===== src/rtl/uart_pkg.sv =====
// Shared types for the oversampling UART receiver: FSM state encoding and
// the width helper for the per-bit sample counter.
package uart_pkg;

    typedef enum logic [2:0] {
        StIdle    = 3'd0,
        StStart   = 3'd1,
        StData    = 3'd2,
        StParity  = 3'd3,
        StStop    = 3'd4,
        StBrkWait = 3'd5
    } rx_state_t;

    function automatic int unsigned cnt_width(input int unsigned oversample);
        return (oversample < 2) ? 1 : $clog2(oversample);
    endfunction

endpackage


===== src/rtl/uart_rx_sync.sv =====
// Two-flop synchroniser for the asynchronous rx line, followed by a
// three-sample history and a majority vote used for bit decisions.
module uart_rx_sync (
    input  logic baud_clk,
    input  logic rst,
    input  logic rx,
    output logic rx_s,
    output logic vote
);

    logic       meta;
    logic [2:0] hist;

    // Everything resets to the idle line level so no false start is seen.
    always_ff @(posedge baud_clk or posedge rst) begin
        if (rst) begin
            meta <= 1'b1;
            rx_s <= 1'b1;
            hist <= 3'b111;
        end else begin
            meta <= rx;
            rx_s <= meta;
            hist <= {hist[1:0], rx_s};
        end
    end

    assign vote = (hist[0] & hist[1]) | (hist[0] & hist[2]) | (hist[1] & hist[2]);

endmodule


===== src/rtl/uart_rx_os.sv =====
// Parametrised oversampling UART receiver with glitch rejection, majority
// voting, parity/framing/overrun flags and a valid/ready output handshake.
module uart_rx_os
    import uart_pkg::*;
#(
    parameter int unsigned DATA_BITS  = 8,
    parameter int unsigned OVERSAMPLE = 16,
    parameter int unsigned PARITY_EN  = 0,
    parameter int unsigned PARITY_ODD = 0,
    parameter int unsigned STOP_BITS  = 1
) (
    input  logic                 baud_clk,
    input  logic                 rst,
    input  logic                 rx,
    output logic [DATA_BITS-1:0] dout,
    output logic                 dout_valid,
    input  logic                 dout_ready,
    output logic                 parity_err,
    output logic                 frame_err,
    output logic                 overrun,
    output logic                 busy
);

    localparam int unsigned   CW        = cnt_width(OVERSAMPLE);
    localparam logic [CW-1:0] CNT_MID   = CW'(OVERSAMPLE - 1);
    localparam logic [CW-1:0] CNT_HALF  = CW'(OVERSAMPLE / 2 - 1);
    localparam logic [3:0]    LAST_BIT  = 4'(DATA_BITS - 1);
    localparam logic          LAST_STOP = 1'(STOP_BITS - 1);

    logic                 rx_s;
    logic                 vote;
    rx_state_t            state;
    logic [CW-1:0]        cnt;
    logic [3:0]           bit_idx;
    logic                 stop_idx;
    logic [DATA_BITS-1:0] shreg;
    logic                 perr;
    logic                 ferr;
    logic                 mid;
    logic                 ferr_fin;
    logic                 deliver;

    uart_rx_sync u_sync (
        .baud_clk (baud_clk),
        .rst      (rst),
        .rx       (rx),
        .rx_s     (rx_s),
        .vote     (vote)
    );

    always_comb begin
        mid      = (cnt == CNT_MID);
        ferr_fin = ferr | ~vote;
        deliver  = (state == StStop) && mid && (stop_idx == LAST_STOP);
    end

    always_ff @(posedge baud_clk or posedge rst) begin
        if (rst) begin
            state    <= StIdle;
            cnt      <= '0;
            bit_idx  <= '0;
            stop_idx <= 1'b0;
            shreg    <= '0;
            perr     <= 1'b0;
            ferr     <= 1'b0;
        end else begin
            case (state)
                StIdle: begin
                    cnt <= '0;
                    if (!rx_s) state <= StStart;
                end
                StStart: begin
                    if (cnt == CNT_HALF) begin
                        cnt <= '0;
                        if (vote) begin
                            state <= StIdle;
                        end else begin
                            state   <= StData;
                            bit_idx <= '0;
                            perr    <= 1'b0;
                            ferr    <= 1'b0;
                        end
                    end else begin
                        cnt <= cnt + 1'b1;
                    end
                end
                StData: begin
                    cnt <= mid ? '0 : cnt + 1'b1;
                    if (mid) begin
                        shreg   <= {vote, shreg[DATA_BITS-1:1]};
                        bit_idx <= bit_idx + 1'b1;
                        if (bit_idx == LAST_BIT) begin
                            state    <= (PARITY_EN != 0) ? StParity : StStop;
                            stop_idx <= 1'b0;
                        end
                    end
                end
                StParity: begin
                    cnt <= mid ? '0 : cnt + 1'b1;
                    if (mid) begin
                        perr  <= vote ^ (^shreg) ^ PARITY_ODD[0];
                        state <= StStop;
                    end
                end
                StStop: begin
                    cnt <= mid ? '0 : cnt + 1'b1;
                    if (mid) begin
                        ferr <= ferr_fin;
                        if (stop_idx == LAST_STOP) begin
                            // A low stop bit may be a break: wait for the line to recover.
                            state <= ferr_fin ? StBrkWait : StIdle;
                        end else begin
                            stop_idx <= stop_idx + 1'b1;
                        end
                    end
                end
                StBrkWait: begin
                    cnt <= '0;
                    if (rx_s) state <= StIdle;
                end
                default: state <= StIdle;
            endcase
        end
    end

    always_ff @(posedge baud_clk or posedge rst) begin
        if (rst) begin
            dout       <= '0;
            dout_valid <= 1'b0;
            parity_err <= 1'b0;
            frame_err  <= 1'b0;
            overrun    <= 1'b0;
        end else if (deliver) begin
            if (!dout_valid || dout_ready) begin
                dout       <= shreg;
                parity_err <= perr;
                frame_err  <= ferr_fin;
                dout_valid <= 1'b1;
                overrun    <= 1'b0;
            end else begin
                overrun <= 1'b1;
            end
        end else if (dout_valid && dout_ready) begin
            dout_valid <= 1'b0;
            overrun    <= 1'b0;
        end
    end

    assign busy = (state != StIdle);

endmodule

===== config.mk =====
export PLATFORM = sky130hd
export DESIGN_NAME = uart_rx_os
export DESIGN_NICKNAME = d
export VERILOG_FILES = /design/src/rtl/uart_pkg.sv /design/src/rtl/uart_rx_sync.sv /design/src/rtl/uart_rx_os.sv
export SDC_FILE = /design/constraint.sdc
export NUM_CORES = 1
export LEC_CHECK = 0
export CAP_MARGIN = 20
export CORE_ASPECT_RATIO = 2
export CORE_MARGIN = 5
export CORE_UTILIZATION = 50
export CTS_CLUSTER_SIZE = 8
export DETAILED_ROUTE_END_ITERATION = 12
export HOLD_SLACK_MARGIN = 0.12
export PLACE_DENSITY_LB_ADDON = 0.15
export SYNTH_ARGS = -nofsm -noshare
export SYNTH_HDL_FRONTEND = slang
export SYNTH_HIERARCHICAL = 1
export SYNTH_SLANG_ARGS = --single-unit

===== constraint.sdc =====
create_clock -name baud_clk -period 1.6 [get_ports baud_clk]
set_input_delay 0.24 -clock baud_clk [delete_from_list [all_inputs] [get_ports baud_clk]]
set_output_delay 0.24 -clock baud_clk [all_outputs]
set_load 0.005 [all_outputs]

# ---- After elaboration in Yosys (flattened, before gate mapping)
# Index checks and enable logic that the tools add are counted.
dict set report word_totals {
  register_bits 39
  in_bits 4
  out_inout_bits 13
  word_cells 103
}
dict set report op_classes {
  n_addsub 3
  eq_ne 18
  mux 34
  n_bitwise 9
  n_reduce_logical 24
}
# operator count
set op_table {}
lappend op_table {{2-to-1 mux 3 bit} 9}
lappend op_table {{2-to-1 mux 4 bit} 5}
lappend op_table {{one-hot mux 3 bit (6 select lines)} 1}
lappend op_table {{inequality test 2 bit, second input constant} 8}
lappend op_table {{AND reduction 4 bit} 4}
lappend op_table {{2-to-1 mux 1 bit} 13}
lappend op_table {{one-hot mux 4 bit (3 select lines)} 1}
lappend op_table {{nonzero test 2 bit} 5}
lappend op_table {{adder 4 x 1 -> 4 bit, second input constant} 2}
lappend op_table {{== test 4 x 3 -> 1 bit, second input constant} 2}
lappend op_table {{one-hot mux 4 bit (2 select lines)} 1}
lappend op_table {{AND reduction 8 bit} 1}
lappend op_table {{parity 8 bit} 1}
lappend op_table {{== test 3 x 2 -> 1 bit, second input constant} 2}
lappend op_table {{== test 3 bit, second input constant} 2}
lappend op_table {{one-hot mux 1 bit (2 select lines)} 3}
lappend op_table {{AND reduction 2 bit} 3}
lappend op_table {{nonzero test 3 bit} 2}
lappend op_table {{== test 4 bit, second input constant} 1}
lappend op_table {{inequality test 2 x 1 -> 1 bit, second input constant} 2}
lappend op_table {{AND 1 bit} 3}
lappend op_table {{== test 3 x 1 -> 1 bit, second input constant} 1}
lappend op_table {{logical AND 1 bit} 3}
lappend op_table {{logical NOT 3 bit} 1}
lappend op_table {{9 further kinds} 12}

# ---- Logic depth before layout (Yosys ltp)
dict set report depth {
  depth_word 9
  depth_mapped 6
  mapped_depth_nobuf 5
}

# ---- Cells and area by module
# Netlist, hierarchy kept.
# module instances cells_each area_each_um2
set modules_own_cells {}
lappend modules_own_cells {uart_rx_os 1 141 1652.8}
lappend modules_own_cells {uart_rx_sync 1 7 146.4}

# ---- Least setup slack after synthesis
# OpenSTA, ideal clock, no wires.
dict set report synth_path {
  kind {register to register}
  startpoint {register cnt[0]}
  endpoint {register state[0]}
  t_arrival_ns 1.568
  t_required_ns 1.475
  slack_ns -0.093
  path_stages_with_launch 6
  path_buffers 0
  cell_sequence {dfrtp_1 > ha_1 > and4b_1 > and4b_4 > o221a_4 > mux2_4}
}
dict set report synth_between {
  elab_chain_cells 3
}
# item line
set synth_rtl {}
lappend synth_rtl {{from (decl)} uart_rx_os.sv:33} ;# logic [CW-1:0] cnt;
lappend synth_rtl {{from (signal assigned)} uart_rx_os.sv:84} ;# cnt <= cnt + 1'b1;
lappend synth_rtl {{from (signal assigned)} uart_rx_os.sv:88} ;# cnt <= mid ? '0 : cnt + 1'b1;
lappend synth_rtl {{from (signal assigned)} uart_rx_os.sv:99} ;# cnt <= mid ? '0 : cnt + 1'b1;
lappend synth_rtl {{== test 4 x 3 -> 1 bit / == test 4 bit (equally long branches)} {uart_rx_os.sv:73, uart_rx_os.sv:52}}
lappend synth_rtl {{inequality test 2 bit (no line)} -}
lappend synth_rtl {{AND reduction 8 bit (no line) (*)} -}
lappend synth_rtl {{to (signal assigned)} uart_rx_os.sv:70} ;# if (!rx_s) state <= StStart;
lappend synth_rtl {{to (signal assigned)} uart_rx_os.sv:76} ;# state <= StIdle;
lappend synth_rtl {{to (signal assigned)} uart_rx_os.sv:78} ;# state <= StData;
lappend synth_rtl {{to (decl)} uart_rx_os.sv:32} ;# rx_state_t state;
# Mark *: on every way between the ends. The rest lies on a longest branch, timed or not.
# A chain may end at the register's enable or synchronous reset.

# ---- Worst setup path after layout
dict set report layout_path {
  startpoint {register state[0]}
  endpoint {register state[0]}
}
dict set report layout_between {
  elab_chain_cells 3
}
# item line
set layout_rtl {}
lappend layout_rtl {{from (signal assigned)} uart_rx_os.sv:59} ;# state <= StIdle;
lappend layout_rtl {{from (signal assigned)} uart_rx_os.sv:70}
lappend layout_rtl {{from (signal assigned)} uart_rx_os.sv:76}
lappend layout_rtl {{== test 3 bit (tied with other cells)} uart_rx_os.sv:67} ;# case (state)
lappend layout_rtl {{inequality test 2 x 1 -> 1 bit (no line) / inequality test 2 bit (equally long branches)} -}
lappend layout_rtl {{AND reduction 8 bit (no line)} -}
# Several ways; a longest one is shown, not always the timed one.

==> flow_metrics.env <==
export IMPL_grt_max_degree=34
export IMPL_hp_class="input pin to async pin"
export IMPL_synthCells=148
export IMPL_drt_iter0_markers=37
export IMPL_dr_pass1_iters=6
export IMPL_finalNonFillerCells=255
export IMPL_fmaxAchievable_ghz=0.580
export IMPL_synth_async_reset_ratio_pct=100
export IMPL_synth_largest_area_cell="dfrtp_1"
export IMPL_clk_pin_slew_worst_paths_ns=0.08
export IMPL_synth_seq_cells=38
export IMPL_syn2layout_area_growth_pct=42.6
export IMPL_violations="setup timing"
export IMPL_viasPerCell=5.51
export IMPL_multiInputGateArea_um2=918
export IMPL_criticalPathCategory="flop to flop"
export IMPL_synthTopCellsByCount="33 x dfrtp_1, 18 x mux2_1, 10 x nand2_1"
export IMPL_root_buffer="clkbuf_8"
export IMPL_setup_viol=5
export IMPL_pre_cts_ws_ns=-0.113
export IMPL_fin_crit_sh_pct=108
export IMPL_ff2ff_path_depth=5
export IMPL_clk_latency_ns=0.29
export IMPL_drv_cap=0
export IMPL_slew_violations=0
export IMPL_worst_setup_path_start_kind="flop"
export IMPL_synthFlopType="dfrtp_1"
export IMPL_antenna_found_initial=0
export IMPL_skew_ns=0.0101
export IMPL_wirelength_um=4570
export IMPL_arrival_ns=1.91
export IMPL_n_antenna_cell=0
export IMPL_reg2reg_to="state[0]$_DFFE_PP0P_"
export IMPL_dieArea_um2=4970
export IMPL_outcome="finished with violations"
export IMPL_numCtsBuffers=5
export IMPL_hold_violations=0
export IMPL_overflow=0
export IMPL_core_um2=3570
export IMPL_ios=17
export IMPL_num_rows=31
export IMPL_synth_area_top_cells="dfrtp_1 46%, mux2_1 11%, dfstp_2 7.3%"
export IMPL_finalPower_mw=2.69
export IMPL_regToRegStartpoint="state[0]$_DFFE_PP0P_"
export IMPL_worst_pin_slew_ns=0.425
export IMPL_fin_crit_ns=1.73
export IMPL_numPortBuffers=16
export IMPL_drt_wirelength_per_cell_um=17.9
export IMPL_cp_required_ns=1.78
export IMPL_yosys_warnings=6
export IMPL_dieHeight_um=94.8
export IMPL_routabilityCongestion=0.907
export IMPL_remaining_drc_errors=0
export IMPL_placed_cells=235
export IMPL_worst_slack_ns=-0.125
export IMPL_first_global_vias=1555
export IMPL_crit_fanout=3
export IMPL_yosysMostFrequentCell="dfrtp_1"
export IMPL_finish_utilization_pct=71.9
export IMPL_clk_path_buf_depth=2
export IMPL_synth_edf_count=0
export IMPL_p_leak_nw=1.22
export IMPL_synth_area_um2=1800
export IMPL_cts_sinks=38
export IMPL_drive_gt1_share_pct=42.7
export IMPL_grt_setup_unrepaired="yes"
export IMPL_reg2reg_slack_ns=-0.13
export IMPL_die_w_um=52.4
export IMPL_ant_nets=0
export IMPL_synth_cell_types=44
export IMPL_end_kind="flop"
export IMPL_start_util_pct=50.4
export IMPL_slew_headroom_pct=71.7
export IMPL_grt_pass1_wl_um=7310
export IMPL_fillers=275
export IMPL_cts_htree_levels=2
export IMPL_final_seq_area_um2=962
export IMPL_cts_tree="yes"
export IMPL_synth_seq_area_share_pct=53.2
export IMPL_vdd_drop_max_v=0.000912
export IMPL_power_density_nw_per_um2=1050
export IMPL_hpwl_um=3060
export IMPL_yosysTopAreaCellShare_pct=45.9
export IMPL_fin_nets=211
export IMPL_grt_usage_pct=20.4
export IMPL_vias=1404
export IMPL_syn_avg_cell_area_um2=12.2
export IMPL_synth_nets=154
report_power, final:
group          switching (mW)  internal (mW)
clock                   0.324          0.435
combinational           0.379          0.456
sequential             0.0644           1.03
total                   0.767           1.92
placed cells by master, fill, tap and decap left out, types with 2 or more instances in the layout:
cell / instances
dfrtp_1: 29
buf_4: 32
nand2_1: 10
nor3_1: 2
nor2b_1: 3
mux2i_1: 3
dfrtp_2: 4
xnor2_1: 7
a21oi_1: 3
inv_1: 5
mux2_4: 11
nand3_1: 6
o21ai_1: 5
xor2_1: 2
clkdlybuf4s50_1: 15
nor3_4: 2
clkbuf_8: 8
o21ai_2: 2
dfstp_2: 5
o211ai_1: 2
nor2_1: 4
nor2_2: 2
mux2_1: 9
buf_6: 7
cell families (layout without fill, tap and decap cells):
family / Yosys count / after routing / share of synthesized area (%)
DFF: 38 / 38 / 53.2
buffers and inverters: 11 / 69 / 3.13
and+or+nand+nor: 42 / 42 / 12.9
xor gates and xnor gates: 10 / 10 / 5.63
adders and majority gates: 3 / 3 / 2.02
AOI/OAI and AO/OA: 21 / 21 / 8.69
muxes: 23 / 23 / 14.4
layout make-up:
cell class | count | share of cell area, %
multi-input combinational | 99 | 35.8
sequential | 38 | 37.5
clock buffer | 8 | 4.29
tap | 49 | 2.39
inverter | 5 | 0.732
timing repair buffer | 56 | 19.3
stage by stage:
step / cell area, µm² / hold slack [ns] / TNS [ns]
floorplan: 1820 / 0.217 / -0.0787
global placement: 2220 / 0.349 / -0.639
detailed placement: 2220 / 0.355 / -0.894
CTS: 2450 / 0.365 / -0.530
global route: 2560 / 0.369 / -1.25
finish: 2560 / 0.362 / -0.270
per-layer routing:
layer  vias up  routed length (µm)  global-route usage, %
li1        639                   -                      -
met1       714                1640                   20.4
met2        40                2720                   36.0
met3        11                 108                   4.74
met4         0                  99                   13.2
met5         -                   0                      0
what timing repair did:
item | CTS | global route
pin swaps | 4 | 4
hold buffers | 0 | 0
setup buffers | 9 | 2
gates resized for setup | 16 | 25
cloned | 1 | 0
setup endpoints to repair | 20 | 30
critical path, stage by stage (launching register included):
cell	delay, ns
dfrtp_2	0.43
buf_6	0.13
and4b_1	0.30
and4b_4	0.25
o221a_4	0.21
mux2_4	0.29
registers in the layout, indices dropped and copies added (netlist names), 3 cells and up:
name,cells
u_sync/hist,3
state,3
shreg,8
dout,8
cnt,4
bit_idx,4
how the worst max path moves through the flow:
| stage | start | endpoint | slack (ns) |
|---|---|---|---|
| after floorplan | cnt[0]$_DFFE_PP0P_ | state[0]$_DFFE_PP0P_ | -0.05 |
| after detailed placement | cnt[1]$_DFFE_PP0P_ | state[0]$_DFFE_PP0P_ | -0.11 |
| after global placement | state[0]$_DFFE_PP0P_ | state[0]$_DFFE_PP0P_ | -0.1 |
| final | state[0]$_DFFE_PP0P_ | state[0]$_DFFE_PP0P_ | -0.13 |
| after global routing | state[0]$_DFFE_PP0P_ | state[0]$_DFFE_PP0P_ | -0.14 |
| after CTS | state[0]$_DFFE_PP0P_ | state[0]$_DFFE_PP0P_ | -0.11 |
(Power assumes the default switching activity.)
